<file path="src/rtl/atctlc2axi500_burst_rr_arb.sv">
// Burst-locking N-way arbiter for the TLC-to-AXI request path.
// MODE=0 is fixed priority with index 0 highest; MODE=1 is round-robin.
// The optional burst length check is enabled by defining
// ATCTLC2AXI500_BURST_ARB_LEN_CHK_EN.
module atctlc2axi500_burst_rr_arb #(
    parameter int N     = 4,
    parameter int MODE  = 1,
    parameter int LEN_W = 8,
    parameter int IDX_W = 2
) (
    input  logic             clk,
    input  logic             resetn,
    input  logic [N-1:0]     valids,
    input  logic [N-1:0]     lasts,
    output logic [N-1:0]     readys,
    output logic [N-1:0]     grants,
    output logic [IDX_W-1:0] grant_idx,
    output logic             valid,
    input  logic             ready,
    output logic             locked,
    output logic [LEN_W-1:0] beat_cnt,
    input  logic [LEN_W-1:0] max_beats,
    output logic             len_err
);

    typedef enum logic {IDLE, LOCK} state_t;

    localparam logic [N-1:0]   ONE_N   = {{(N-1){1'b0}}, 1'b1};
    localparam logic [IDX_W:0] N_WIDE  = (IDX_W+1)'(N);

    state_t           state, state_nxt;
    logic [IDX_W-1:0] lock_idx, lock_idx_nxt;
    logic [IDX_W-1:0] rr_ptr, rr_ptr_nxt;
    logic [LEN_W-1:0] beat_cnt_nxt;
    logic             len_err_nxt;

    logic [N-1:0]     cand, rot;
    logic [2*N-1:0]   rot_dbl;
    logic [IDX_W-1:0] eff_ptr, sel_idx, ptr_adv;
    logic [IDX_W:0]   pos_sum, adv_sum;
    logic             sel_any, hs, hs_last;
    logic [LEN_W-1:0] cnt_inc;

    // Candidate selection: rotate the request vector so the search always starts at bit 0.
    always_comb begin
        cand    = (state == LOCK) ? (valids & (ONE_N << lock_idx)) : valids;
        eff_ptr = (MODE == 1) ? rr_ptr : '0;
        rot_dbl = {cand, cand} >> eff_ptr;
        rot     = rot_dbl[N-1:0];
        sel_any = |rot;
        pos_sum = '0;
        // Descending scan so the lowest set position wins without an early exit.
        for (int p = N - 1; p >= 0; p--) begin
            if (rot[p]) pos_sum = {1'b0, eff_ptr} + (IDX_W+1)'(p);
        end
        if (pos_sum >= N_WIDE) pos_sum = pos_sum - N_WIDE;
        sel_idx = pos_sum[IDX_W-1:0];
    end

    // Grant and handshake outputs; ready passes straight through with no register stage.
    always_comb begin
        grants    = sel_any ? (ONE_N << sel_idx) : '0;
        grant_idx = sel_idx;
        valid     = |grants;
        readys    = grants & {N{ready}};
        hs        = valid & ready;
        hs_last   = |(grants & lasts);
        adv_sum   = {1'b0, sel_idx} + (IDX_W+1)'(1);
        ptr_adv   = (adv_sum == N_WIDE) ? '0 : adv_sum[IDX_W-1:0];
        cnt_inc   = (state == IDLE) ? LEN_W'(1) : ((&beat_cnt) ? beat_cnt : beat_cnt + 1'b1);
    end

    // Next-state logic for the lock FSM, pointer, beat counter and length error.
    always_comb begin
        // NOTE: every output gets a default first so no path leaves it unassigned (no latch).
        state_nxt    = state;
        lock_idx_nxt = lock_idx;
        rr_ptr_nxt   = rr_ptr;
        beat_cnt_nxt = beat_cnt;
        len_err_nxt  = 1'b0;
        if (hs) begin
            if (hs_last) begin
                state_nxt    = IDLE;
                beat_cnt_nxt = '0;
                if (MODE == 1) rr_ptr_nxt = ptr_adv;
            end else begin
                state_nxt    = LOCK;
                lock_idx_nxt = sel_idx;
                beat_cnt_nxt = cnt_inc;
`ifdef ATCTLC2AXI500_BURST_ARB_LEN_CHK_EN
                // Reaching the limit without a last beat aborts the burst and frees the channel.
                if ((max_beats != '0) && (cnt_inc == max_beats)) begin
                    state_nxt    = IDLE;
                    beat_cnt_nxt = '0;
                    len_err_nxt  = 1'b1;
                    if (MODE == 1) rr_ptr_nxt = ptr_adv;
                end
`endif
            end
        end
    end

`ifndef ATCTLC2AXI500_BURST_ARB_LEN_CHK_EN
    logic unused_max_beats;
    assign unused_max_beats = ^max_beats;
`endif

    // State registers with asynchronous active-low reset.
    always_ff @(posedge clk or negedge resetn) begin
        if (!resetn) begin
            state    <= IDLE;
            lock_idx <= '0;
            rr_ptr   <= '0;
            beat_cnt <= '0;
            len_err  <= 1'b0;
        end else begin
            // NOTE: sequential state uses non-blocking assignments so all registers update together.
            state    <= state_nxt;
            lock_idx <= lock_idx_nxt;
            rr_ptr   <= rr_ptr_nxt;
            beat_cnt <= beat_cnt_nxt;
            len_err  <= len_err_nxt;
        end
    end

    assign locked = (state == LOCK);

endmodule

</file>
<file path="config.mk">
export PLATFORM = sky130hd
export DESIGN_NAME = atctlc2axi500_burst_rr_arb
export DESIGN_NICKNAME = d
export VERILOG_FILES = /design/src/rtl/atctlc2axi500_burst_rr_arb.sv
export SDC_FILE = /design/constraint.sdc
export NUM_CORES = 1
export LEC_CHECK = 0
export ABC_AREA = 1
export CAP_MARGIN = 20
export CORE_ASPECT_RATIO = 1.5
export CORE_MARGIN = 2
export CORE_UTILIZATION = 30
export CTS_CLUSTER_SIZE = 20
export DETAILED_ROUTE_END_ITERATION = 8
export PLACE_DENSITY_LB_ADDON = 0.1
export SYNTH_ARGS = -nofsm -noshare
export SYNTH_HDL_FRONTEND = slang
export SYNTH_SLANG_ARGS = --single-unit
</file>
<file path="constraint.sdc">
create_clock -name clk -period 7.1 [get_ports clk]
set_clock_uncertainty 0.1 [all_clocks]
set_input_delay 1.42 -clock clk [delete_from_list [all_inputs] [get_ports clk]]
set_output_delay 1.42 -clock clk [all_outputs]
set_load 0.01 [all_outputs]
</file>
# --- Word level (Yosys, flattened, before mapping) ---
# Cells that the tools add are included.
word_totals:
  out_inout_bits: 21
  regBits: 13
  elab_cells: 40
op_classes:
  n_shift: 3
  n_reduce_logical: 7
  n_bitwise: 5
  eq_ne: 2
  n_lt_le_gt_ge: 1
  n_addsub: 6
  mux: 12
ops:
  columns: ["op", "n"]
  rows:
  - ["two-way mux 8 bit", 3]
  - ["AND 4 bit", 3]
  - ["two-way mux 3 bit", 4]
  - ["OR reduction 4 bit", 3]
  - ["adder 8 x 1 -> 8 bit (second input constant)", 1]
  - ["two-way mux 4 bit", 2]
  - ["AND reduction 8 bit", 1]
  - ["left shift 1 x 2 -> 4 bit (first input constant)", 2]
  - ["right shift 8 x 2 -> 4 bit", 1]
  - ["adder 2 x 1 -> 3 bit (second input constant)", 2]
  - ["adder 2 x 2 -> 3 bit (second input constant)", 2]
  - ["AND reduction 2 bit", 3]
  - ["two-way mux 2 bit", 2]
  - ["== test 3 bit (second input constant)", 1]
  - ["greater-or-equal comparator 3 bit (second input constant)", 1]
  - ["!= test 3 bit (second input constant)", 1]
  - ["subtractor 2 x 1 -> 2 bit (second input constant)", 1]
  - ["AND 1 bit", 1]
  - ["two-way mux 1 bit", 1]
  - ["NOT 1 bit", 1]

# --- Depth between registers and ports, before layout ---
logic_depth:
  ltp_word: 16
  ltp_mapped: 21

# --- Worst setup path before layout ---
# OpenSTA, ideal clock, no wires.
synth_timing:
  path_kind: "input to output"
  start: "input valids[3]"
  end: "output valid"
  path_slack_ns: 2.272
  path_stages: 12
  arrival_time_ns: 3.308
  path_buffers: 0
  path_cell_list: "nand3_1 nand2_1 nand2_1 nand2_2 inv_1 o21ai_0 inv_1 a21boi_0 inv_1 ha_1 o41ai_1 inv_1"
synth_between:
  elab_chain_cells: 12
  elab_cells_between_ends: 14
  cone_classes: "1 x add/sub; 1 x order compare; 2 x shift; 7 x mux; 1 x bitwise; 2 x reduce/logical"
synth_rtl:
  columns: ["item", "line_no", "rtl"]
  rows:
  - ["from (decl)", "13", "input logic [N-1:0] valids,"]
  - ["AND 4 bit", "46", "cand = (state == LOCK) ? (valids & (ONE_N << lock_idx)) : valids;"]
  - ["two-way mux 4 bit *", "46", null]
  - ["right shift 8 x 2 -> 4 bit *", "48", "rot_dbl = {cand, cand} >> eff_ptr;"]
  - ["two-way mux 3 bit (3 in a row)", "54", "if (rot[p]) pos_sum = {1'b0, eff_ptr} + (IDX_W+1)'(p);"]
  - ["two-way mux 3 bit *", "54", null]
  - ["greater-or-equal comparator 3 bit or subtractor 2 x 1 -> 2 bit (tied branches)", "56", "if (pos_sum >= N_WIDE) pos_sum = pos_sum - N_WIDE;"]
  - ["two-way mux 2 bit *", "56", null]
  - ["net grant_idx[1]", "17", "output logic [IDX_W-1:0] grant_idx,"]
  - ["left shift 1 x 2 -> 4 bit *", "62", "grants = sel_any ? (ONE_N << sel_idx) : '0;"]
  - ["two-way mux 4 bit *", "62", null]
  - ["OR reduction 4 bit *", "64", "valid = |grants;"]
  - ["to (decl)", "18", "output logic valid,"]
# The timed path passes the listed nets; every way through them passes the cells marked *.

# --- Worst setup path in the final report ---
layout_timing:
  start: "input valids[2]"
  end: "output valid"
layout_between:
  elab_chain_cells: 12
  elab_cells_between_ends: 14
  cone_classes: "1 x add/sub; 1 x order compare; 2 x shift; 7 x mux; 1 x bitwise; 2 x reduce/logical"
layout_rtl:
  columns: ["item", "line_no"]
  rows:
  - ["AND 4 bit", "46"]
  - ["two-way mux 4 bit *", "46"]
  - ["right shift 8 x 2 -> 4 bit *", "48"]
  - ["two-way mux 3 bit (4 in a row)", "54"]
  - ["greater-or-equal comparator 3 bit or subtractor 2 x 1 -> 2 bit (tied branches)", "56"]
  - ["two-way mux 2 bit", "56"]
  - ["left shift 1 x 2 -> 4 bit", "62"]
  - ["two-way mux 4 bit *", "62"]
  - ["OR reduction 4 bit *", "64"]
# Mark *: on every way between the ends. The rest lies on a longest branch, timed or not.

==> results.md <==
- Status: complete, no violations
- CP Launch Type: primary input
- Combinational power share: 74.9%
- Top cells by count, synth: nand2_1, nand3_1, inv_1
- Mean number of vias per cell: 4.71
- Ports: 40
- Clock Power Share: 8.7%
- Minimum clock period: between 6000 and 7000 ps
- Placer Congestion: 0.836
- First DRT Iteration DRCs: 28
- Largest family of logic cells by synthesized area: simple AND/OR/NAND/NOR gates
- Final core utilization: 40.1%
- Leak Pwr: 0.000777 uW
- Compound-Gate Fraction of Synth Area: under 10%
- Net Switching: 405 uW
- Mux cell area share after synthesis: 0%
- IO buf count: 30
- Residual DRC: 0
- Synthesized area per cell: between 6 and 7 sq um
- Row count: 28
- Sw Share: 51.9%
- Routed vias: 1178
- Top-count cell post-synth: nand2_1
- Total grt overflow: 0
- Clk slew on worst S/H paths: 60 ps
- Mapped Nets: 200
- CTS hold repair buffers: 0
- Worst Path Max Fanout: 4
- CP arrival: 4570 ps
- Post-layout power: 782 uW
- Average wire per cell in the routed design: between 10 and 15 microns
- Fin. max-slew vios: 0
- Starting Density: 30.7%
- Area fraction of the dominant cell type after synthesis: 27.5%
- Clk_lat worst skew: about 250 ps
- Adder-Cell Fraction of Synth Area: 5.28%
- Yosys top cell by area: dfrtp_1
- Die H: 81.0 microns
- Final Hold Viols: 0
- Top cells by area, synth: dfrtp_1, nand2_1, nand3_1, inv_1, ha_1
- Top FF cell, synth: dfrtp_1
- Mapped Cells: 176
- Pwr Density: 506 nW/um^2
- Die area: 4480 sq um
- Worst vdd ir: 0.000230 V
- Core Region: between 3000 and 4000 sq um
- GRT Total Usage: 13.8%
- Worst R2R Setup Slack: about 3400 ps
- CP Class: primary input to output port
- DP Cell Count: 246
- CTS tree: yes
- Sink Count: 13
- Longest Clk Path Bufs: 2
- DRT antenna net count: 0
- Number of synthesized register bits: 13
- Flop pwr share: 16.5%
- Tcrit/Tclk final: 85.8%
- Largest net degree at the start of global routing: 16
- H-tree depth: 1
- Post-route setup TNS: 0 ps
- Relative slew slack: 58.4%
- Async SR Flop Fraction: 100%
- Layout Nets: 230
- First-pass GRT wire length: 4980 microns
- Synth Warn #: 0
- WP data required: 5580 ps
- Final WL: 2860 microns
- Hold crit path type: flip-flop to flip-flop
- Register area share after synthesis: 27.5%
- Root buf cell: clkbuf_8
- Setup violators final: 0
- Post-synth EDFFs: 0
- First drt pass iteration count: 4
- Area of the mapped netlist: about 1200 sq um
- Initial antenna violation count: 0
- Total CTS buffers: 3
- Slew @ Worst Pin: 622 ps
- HPWL after detailed placement: between 2000 and 2500 microns
- Share of post-route cells with drive strength above 1: 12.7%
- Die W: 55.3 microns
- Int Pwr: 376 uW
- Fmax: 164 MHz
- Max_cap viols: 0
- Area Overhead vs Synth: 30.3%
- Synth cell types: 29
- Critical path endpoint category: output port
- Xor-xnor portion of the synthesized cell area: 2.22%
- PostCTS Resize Cnt: 0
- Vias in the first global route: 1171
- Simple-Gate Fraction of Synth Area: between 40% and 50%
- Post-CTS setup buffer count: 0
- Layout Cells excl Fill: 250
- ANT cells: 0
- RSZ-0062 raised after global routing: false
## critical path, cell delays in order
cell and delay [ps]:
clkdlybuf4s50_1 510, nand3_1 90, nand2_1 100, nand2_1 60
nand2_2 80, inv_1 80, o21ai_0 180, inv_1 50
a21boi_0 450, inv_1 170, ha_1 270, o41ai_1 510
inv_1 80, clkdlybuf4s50_1 490
## cells by family after synthesis
logic type,count (synthesis)
AO/OA/AOI/OAI,12
XOR/XNOR,3
adder cells (fa/ha/maj),5
buffers and inverters,27
flip-flops,13
other,1
AND/OR/NAND/NOR,115
## cell type report
type | instances | area [sq um]
Fill cell | 414 | 2310
Multi-Input combinational cell | 136 | 734
Sequential cell | 13 | 325
Timing Repair Buffer | 30 | 300
Inverter | 22 | 82.6
Tap cell | 45 | 56.3
Clock buffer | 4 | 45.0
## flip-flops by register name, indices dropped and copies added (netlist names)
signal	cells
lock_idx	2
locked	1
beat_cnt	8
eff_ptr	2
## metal layers
metal	global-route usage, %	share of wire (%)
met1	14.7	41
met2	26.8	54
met3	1.91	2.6
met4	5.85	2.2
met5	0	0
## through the flow
| step | hold slack, ps | cell area, sq um | setup WS (ps) |
|---|---|---|---|
| floorplan | 416 | 1180 | 2270 |
| global placement | 384 | 1500 | 1030 |
| detailed placement | 389 | 1500 | 1000 |
| CTS | 404 | 1540 | 995 |
| global route | 432 | 1540 | 598 |
| finish | 404 | 1540 | 1010 |
## placed cells by master (no fill, tap or decap), drive strengths merged
master | netlist | routed
inv | 22 | 22
o41ai | 1 | 1
a31o | 1 | 1
nor2 | 20 | 20
a21oi | 1 | 1
xor2 | 3 | 3
nand2 | 64 | 64
o21ai | 6 | 6
nand3b | 1 | 1
nand4 | 1 | 1
nand3 | 27 | 27
a21boi | 1 | 1
clkbuf | 1 | 4
dfrtp | 13 | 13
o211ai | 1 | 1
clkdlybuf4s50 | 0 | 30
conb | 1 | 1
ha | 5 | 5
or2 | 2 | 2
o21a | 1 | 1
## final timing paths
check	startpoint	end	cells after the start
max	valids[2]	valid	14
min	beat_cnt[7]	beat_cnt[7]	2
max reg2reg	locked	beat_cnt[0]	17
min reg2reg	beat_cnt[7]	beat_cnt[7]	2
max in group asynchronous	resetn	lock_idx[1]	1
min in group asynchronous	resetn	beat_cnt[6]	1
## power by group through the flow
stage | clock network (uW) | logic (uW) | registers [uW]
after global routing | 73.9 | 665 | 134
after floorplan | 0 | 418 | 114
after detailed placement | 0 | 595 | 130
final | 67.7 | 585 | 129
after global placement | 0 | 590 | 129
after CTS | 70.8 | 597 | 129
Note: power is estimated with default switching activity, not from simulation.
